--- src/rtl/pc_sequencer.sv ---
// Program-counter sequencer: fetch/execute handshake, next-PC selection with
// return > call > jump > branch > sequential priority, and a small return-address stack.

module pc_sequencer #(
    parameter int PC_W      = 8,
    parameter int RAS_DEPTH = 4
) (
    input  logic            clk,
    input  logic            rst,
    input  logic [PC_W-1:0] pc_current,
    input  logic            fetch_ack,
    input  logic            stall,
    input  logic            branch_taken,
    input  logic [PC_W-1:0] branch_target,
    input  logic            jump,
    input  logic            call,
    input  logic            ret,
    input  logic [PC_W-1:0] jump_target,
    output logic            fetch_req,
    output logic [PC_W-1:0] next_pc,
    output logic            hold_pc,
    output logic            flush,
    output logic            ras_overflow,
    output logic            ras_underflow
);

    localparam int IDX_W = (RAS_DEPTH > 1) ? $clog2(RAS_DEPTH) : 1;
    localparam int SP_W  = $clog2(RAS_DEPTH + 1);
    localparam logic [SP_W-1:0] SP_FULL = SP_W'(RAS_DEPTH);
    localparam logic [SP_W-1:0] SP_ONE  = SP_W'(1);

    localparam logic [1:0] ST_IDLE  = 2'd0;
    localparam logic [1:0] ST_FETCH = 2'd1;
    localparam logic [1:0] ST_EXEC  = 2'd2;

    function automatic logic [PC_W-1:0] pc_incr(input logic [PC_W-1:0] pc);
        return pc + {{(PC_W-1){1'b0}}, 1'b1};
    endfunction

    logic [1:0]       state_r;
    logic [1:0]       state_next_s;
    logic [SP_W-1:0]  sp_r;
    logic [PC_W-1:0]  ras_r [RAS_DEPTH];
    logic             ovf_r;
    logic             unf_r;

    logic             push_s;
    logic             pop_s;
    logic             set_ovf_s;
    logic             set_unf_s;
    logic             ras_empty_s;
    logic             ras_full_s;
    logic [IDX_W-1:0] top_idx_s;
    logic [IDX_W-1:0] push_idx_s;
    logic [PC_W-1:0]  ras_top_s;
    logic [PC_W-1:0]  ret_addr_s;

    assign ret_addr_s  = pc_incr(pc_current);
    assign ras_empty_s = (sp_r == {SP_W{1'b0}});
    assign ras_full_s  = (sp_r == SP_FULL);
    // When empty the top index wraps to a harmless slot; it is never used then.
    assign top_idx_s   = IDX_W'(sp_r - SP_ONE);
    assign push_idx_s  = IDX_W'(sp_r);
    assign ras_top_s   = ras_r[top_idx_s];

    assign ras_overflow  = ovf_r;
    assign ras_underflow = unf_r;

    // Next-state, next-PC selection and stack request decode.
    always_comb begin
        state_next_s = state_r;
        fetch_req    = 1'b0;
        hold_pc      = 1'b1;
        flush        = 1'b0;
        next_pc      = pc_current;
        push_s       = 1'b0;
        pop_s        = 1'b0;
        set_ovf_s    = 1'b0;
        set_unf_s    = 1'b0;
        if (rst) begin
            state_next_s = ST_IDLE;
        end else begin
            case (state_r)
                ST_IDLE: begin
                    state_next_s = ST_FETCH;
                end
                ST_FETCH: begin
                    fetch_req = 1'b1;
                    if (fetch_ack) begin
                        state_next_s = ST_EXEC;
                    end else begin
                        state_next_s = ST_FETCH;
                    end
                end
                ST_EXEC: begin
                    if (stall) begin
                        state_next_s = ST_EXEC;
                    end else begin
                        state_next_s = ST_FETCH;
                        hold_pc      = 1'b0;
                        if (ret) begin
                            flush = 1'b1;
                            if (!ras_empty_s) begin
                                next_pc = ras_top_s;
                                pop_s   = 1'b1;
                            end else begin
                                next_pc   = ret_addr_s;
                                set_unf_s = 1'b1;
                            end
                        end else if (call) begin
                            flush   = 1'b1;
                            next_pc = jump_target;
                            if (!ras_full_s) begin
                                push_s = 1'b1;
                            end else begin
                                set_ovf_s = 1'b1;
                            end
                        end else if (jump) begin
                            flush   = 1'b1;
                            next_pc = jump_target;
                        end else if (branch_taken) begin
                            flush   = 1'b1;
                            next_pc = branch_target;
                        end else begin
                            next_pc = ret_addr_s;
                        end
                    end
                end
                default: begin
                    state_next_s = ST_IDLE;
                end
            endcase
        end
    end

    // FSM state, stack pointer and sticky error flags.
    always_ff @(posedge clk) begin
        if (rst) begin
            state_r <= ST_IDLE;
            sp_r    <= {SP_W{1'b0}};
            ovf_r   <= 1'b0;
            unf_r   <= 1'b0;
        end else begin
            state_r <= state_next_s;
            if (push_s) begin
                sp_r <= sp_r + SP_ONE;
            end else if (pop_s) begin
                sp_r <= sp_r - SP_ONE;
            end else begin
                sp_r <= sp_r;
            end
            ovf_r <= ovf_r | set_ovf_s;
            unf_r <= unf_r | set_unf_s;
        end
    end

    // Return-address storage; contents survive reset, only the pointer clears.
    always_ff @(posedge clk) begin
        if (push_s) begin
            ras_r[push_idx_s] <= ret_addr_s;
        end
    end

    pc_sequencer_checker #(
        .SP_W      (SP_W),
        .RAS_DEPTH (RAS_DEPTH)
    ) u_checker (
        .clk       (clk),
        .rst       (rst),
        .fetch_req (fetch_req),
        .hold_pc   (hold_pc),
        .flush     (flush),
        .sp        (sp_r)
    );

endmodule

// Structural invariants of the sequencer outputs and stack pointer.
module pc_sequencer_checker #(
    parameter int SP_W      = 3,
    parameter int RAS_DEPTH = 4
) (
    input logic            clk,
    input logic            rst,
    input logic            fetch_req,
    input logic            hold_pc,
    input logic            flush,
    input logic [SP_W-1:0] sp
);

    a_flush_updates_pc: assert property (@(posedge clk) disable iff (rst) flush |-> !hold_pc);
    a_fetch_holds_pc:   assert property (@(posedge clk) disable iff (rst) fetch_req |-> hold_pc);
    a_sp_in_range:      assert property (@(posedge clk) disable iff (rst) sp <= SP_W'(RAS_DEPTH));

endmodule

--- config.mk ---
export PLATFORM = sky130hd
export DESIGN_NAME = pc_sequencer
export DESIGN_NICKNAME = d
export VERILOG_FILES = /design/src/rtl/pc_sequencer.sv
export SDC_FILE = /design/constraint.sdc
export NUM_CORES = 1
export LEC_CHECK = 0
export BUFFER_PORTS_ARGS = -buffer_cell sky130_fd_sc_hd__buf_2
export CAP_MARGIN = 5
export CORE_MARGIN = 1
export CORE_UTILIZATION = 58
export CTS_CLUSTER_DIAMETER = 50
export CTS_CLUSTER_SIZE = 28
export DETAILED_ROUTE_END_ITERATION = 7
export HOLD_SLACK_MARGIN = 0.06
export PLACE_DENSITY_LB_ADDON = 0.12
export SLEW_MARGIN = 20
export SYNTH_ARGS = -nofsm -noshare
export SYNTH_HDL_FRONTEND = slang
export SYNTH_HIERARCHICAL = 1
export SYNTH_SLANG_ARGS = --single-unit
--- constraint.sdc ---
create_clock -name clk -period 5.6 [get_ports clk]
set_input_delay 1.12 -clock clk [delete_from_list [all_inputs] [get_ports clk]]
set_output_delay 1.12 -clock clk [all_outputs]
set_load 0.01 [all_outputs]
# Word-level counts from Yosys, hierarchy flattened
# Memory sizes are Yosys's and may differ from the RTL's.
# Index checks and enable logic that the tools add are counted.
[totals]
reg_bits = 7
latchBits = 0
ramBits = 32
romBits = 0
input_bits = 32
out_inout_bits = 13
memories = 1
[memory_table]
columns = ["name", "depth", "word_bits", "rd", "rd_ports_with_merged_regs", "write_ports", "line_no", "source"]
rows = [
  ["ras_r", 4, 8, 1, 0, 1, "43", "logic [PC_W-1:0] ras_r [RAS_DEPTH];"],
]
[op_classes]
n_addsub = 3
mul = 0
div = 0
n_lt_le_gt_ge = 0
eq_ne = 3
n_shift = 0
n_mux = 49
n_bitwise = 2
reduce_logical = 3
[op_table]
columns = ["operator", "n"]
rows = [
  ["8-bit two-way mux", 8],
  ["1-bit two-way mux", 36],
  ["8-bit by 1-bit adder with 8-bit output, second input constant", 1],
  ["3-bit two-way mux", 2],
  ["2-bit one-hot mux with 3 select lines", 1],
  ["2-bit two-way mux", 2],
  ["3-bit by 1-bit adder with 3-bit output, second input constant", 1],
  ["3-bit equality test, second input constant", 1],
  ["3-bit zero test", 1],
  ["3-bit by 1-bit subtractor with 3-bit output, second input constant", 1],
  ["2-bit by 1-bit equality test with 1-bit output, second input constant", 1],
  ["2-bit equality test, second input constant", 1],
  ["2-bit zero test", 1],
  ["1-bit bitwise OR", 2],
  ["2-bit nonzero test", 1],
]

# Longest topological paths before layout
[logic_depth]
word_depth = 9
depth_mapped = 9
depth_no_buf = 7

# Worst setup path after synthesis
# Ideal clock, no wire load.
[synth_path]
kind = "input port to output port"
startpoint = "input port rst"
endpoint = "output port next_pc[3]"
arrival_time_ns = 2.261
required_ns = 4.480
setup_slack_ns = 2.219
stages = 5
n_path_buf = 2
cell_sequence = "buf_6 nor4b_4 inv_4 clkbuf_8 o21ai_0"
[synth_via]
elab_chain_len = 1
[synth_rtl]
columns = ["item", "line_no", "source"]
rows = [
  ["start: declaration", "9", "input logic rst,"],
  ["8-bit two-way mux", "80", "if (rst) begin"],
  ["end: declaration", "20", "output logic [PC_W-1:0] next_pc,"],
]
# No other way between the ends.

# Worst setup path in the final report
[layout_path]
startpoint = "register sp_r[0]"
endpoint = "output port next_pc[6]"
[layout_via]
elab_chain_len = 7
[layout_rtl]
columns = ["item", "line_no", "source"]
rows = [
  ["start: declaration", "42", "logic [SP_W-1:0] sp_r;"],
  ["start signal: assignment", "140", "sp_r <= {SP_W{1'b0}};"],
  ["start signal: assignment", "146", "sp_r <= sp_r + SP_ONE;"],
  ["start signal: assignment", "148", "sp_r <= sp_r - SP_ONE;"],
  ["3-bit by 1-bit subtractor with 3-bit output", "--", ""],
  ["memory read 4 x 8 bit", "--", ""],
  ["8-bit two-way mux *", "103", "if (!ras_empty_s) begin"],
  ["8-bit two-way mux *", "101", "if (ret) begin"],
  ["8-bit two-way mux *", "96", "if (stall) begin"],
  ["8-bit two-way mux *", "83", "case (state_r)"],
  ["8-bit two-way mux *", "80", ""],
]
# Every way passes the cells marked *; elsewhere a longest branch is shown, timed or not.

==> results.yml <==
run_status:
  status: "complete, no violations"
cells_and_area:
  syn2layout_area_growth_pct: 13.5
  n_antenna_cell: 0
  layout_commonest_cell: "buf_2"
  layout_common_cells: "buf_2 (44), edfxtp_1 (32), o21ai_0 (16), nand3_1 (14)"
  drive_above_1_share: 0.290
  layout.nets: 258
  instances_no_fill: 267
setup_path:
  rr_worst_depth: 6
  critPathLaunchType: "flop"
  critPathRequiredTime_ps: 4480
  cp_max_fo: 12
  crit_type: "flop to primary output"
  critPathArrivalTime_ps: 2820
  reg2reg_slack_ps: 3030
  crit-reg2reg-launch: "sp_r[0]$_SDFFE_PP0P_"
  reg2reg_to: "ras_r[3][6]$_DFFE_PP_"
  end_kind: "primary output"
detailed_routing:
  dr.pass1.iters: 5
  vias: 1697
  antenna_left: 0
  wl_per_cell_um: 19.2
  route.detailed.drc: 0
  drtIter0Drc: 196
  wl_mm: 5.13
  vias_per_cell: 6.36
placed_design:
  gp_congestion: 0.918
  dp_hpwl_mm: 3.56
  dp.cells: 259
  post-place-ws_ps: 1890
  port_buffers: 44
floorplanning:
  top_level_ports: 45
  core-area_um2: 3440
  start_util: 0.628
  die_y_um: 63.1
  fp.dieW_um: 63.1
  die_area_um2: 3980
  std_cell_rows: 21
power:
  p_switching_uw: 140
  p_int_uw: 425
  p_per_area_nw_per_um2: 230
  p_comb_frac: 0.108
  power.leakage_nw: 0.887
  switching_share: 0.248
  pwr-share-clk: 0.329
  p_seq_frac: 0.563
  ir_drop_mv: 0.203
  total_power_uw: 565
timing:
  tightest_slew_ps: 701
  hold_ws_ps: 476
  hold_viol: 0
  slew_viol_final: 0
  timing.final.ws_setup_ps: 1660
  post-route-min-period_ps: 3940
  setup_tns_ps: 0
  slew_headroom: 0.532
  finClkSkew_ps: 9.67
  rsz0062_at_grt: "no"
  max_clock_freq_ghz: 0.254
  setup_violations: 0
  fin_crit_sh: 0.704
logic_synthesis:
  synth_area_leaders: "edfxtp_1 (44%), mux4_1 (7.3%), dfxtp_1 (6.5%)"
  synth_area_um2: 2160
  syn_nets: 215
  ys_ff_latch: 39
  synth_top_area_frac: 0.444
  syn_area_per_cell_um2: 12.2
  ys_warn_count: 6
  yosysTopAreaCell: "edfxtp_1"
  yosys.cell_types.count: 41
  seq_area_frac_synth: 0.509
  synthCells: 177
cts:
  post_cts_buffers: 0
  clk_pin_slew_ps: 90
  cts_hold_buf: 0
  root_buffer: "clkbuf_8"
  clk_path_buf_depth: 2
  cts_tree: "done"
  cts_made_buffers: 5
  post_cts_resized: 0
  cts.sinks: 39
  cts_max_level: 2
  worstSkewPairLatency_ps: 300
min_path:
  min_from: "ras_underflow$_SDFF_PP0_"
  whs_endpoint: "ras_underflow$_SDFF_PP0_"
  worstHoldPathCells: 2
  hold_class: "flop to flop"
global_routing:
  grt_pass1_wl_mm: 8.12
  track_usage: 0.275
  first_global_vias: 1689
  overflow: 0
  antenna_found_initial: 0
  grt_max_degree: 19
flow_run:
  maxCapViolCount: 0
==> power by group through the flow <==
stage          clock, mW  combinational [mW]  sequential [mW]
3_3_place_gp           0              0.0570            0.324
3_5_place_dp           0              0.0596            0.324
6_report           0.186              0.0608            0.318
5_1_grt            0.198              0.0657            0.318
4_1_cts            0.185              0.0600            0.318
2_1_floorplan          0              0.0341            0.324
==> logic make-up after synthesis <==
logic type      after synthesis  synth area share
xor+xnor                      8            0.0324
flops                        39             0.509
mux                           8            0.0937
compound gates               47             0.140
fa+ha+maj                     6            0.0347
buf+inv                      16            0.0475
simple gates                 53             0.142
==> state kept, by name (all words and copies together), names as in the netlist <==
register and count:
ras_overflow 1, sp_r 3, ras_r 32, state_r 2
ras_underflow 1
==> per-stage QoR <==
stage / utilization / instance area, µm²
2_1_floorplan: - / 2160
3_3_place_gp: 0.688 / 2370
3_5_place_dp: 0.688 / 2370
4_1_cts: 0.713 / 2450
5_1_grt: 0.713 / 2450
6_report: 0.713 / 2450
==> how the worst max path moves through the flow <==
stage	slack [ps]	endpoint	from
after detailed placement	1890	next_pc[4]	pc_current[0]
after floorplan	2220	next_pc[3]	rst
after global placement	1980	next_pc[0]	ret
after CTS	1650	next_pc[2]	sp_r[0]$_SDFFE_PP0P_
after global routing	1540	next_pc[2]	sp_r[0]$_SDFFE_PP0P_
final	1660	next_pc[6]	sp_r[0]$_SDFFE_PP0P_
==> critical path, cell delays in order (launching register included) <==
cell and delay (ps):
dfxtp_1 780, inv_1 190, ha_1 590, mux4_2 380
a221oi_1 310, a21oi_1 110, buf_2 180
==> final cells by class <==
class	count	area, µm²
Timing Repair Buffer	44	220
Sequential cell	39	1100
Clock buffer	5	68.8
Tap cell	46	57.6
Clock inverter	3	15.0
Inverter	8	32.5
Fill cell	255	988
Multi-Input combinational cell	122	958
==> synthesized netlist by cell type, drive strengths merged <==
master,instances
clkbuf,2
nand2b,1
inv,8
dlymetal6s2s,1
nand3b,2
nor4b,1
nor2,13
nor3b,2
nor2b,1
a31oi,3
dfxtp,7
xor2,1
and3,2
ha,6
a31o,1
mux4,8
o21ai,19
nor4,1
a21oi,14
xnor2,7
nor3,1
edfxtp,32
a2111oi,1
and2,5
a41o,1
nand3,14
nand2,9
a211oi,2
buf,5
and2b,1
o22ai,3
a221oi,3
==> per-layer routing <==
metal / track usage / share of wire / up-vias
li1: - / - / 760
met1: 0.339 / 0.38 / 816
met2: 0.462 / 0.51 / 108
met3: 0.0652 / 0.086 / 13
met4: 0.110 / 0.020 / 0
met5: 0 / 0 / -
No activity file was read; power rests on OpenSTA's default activity.
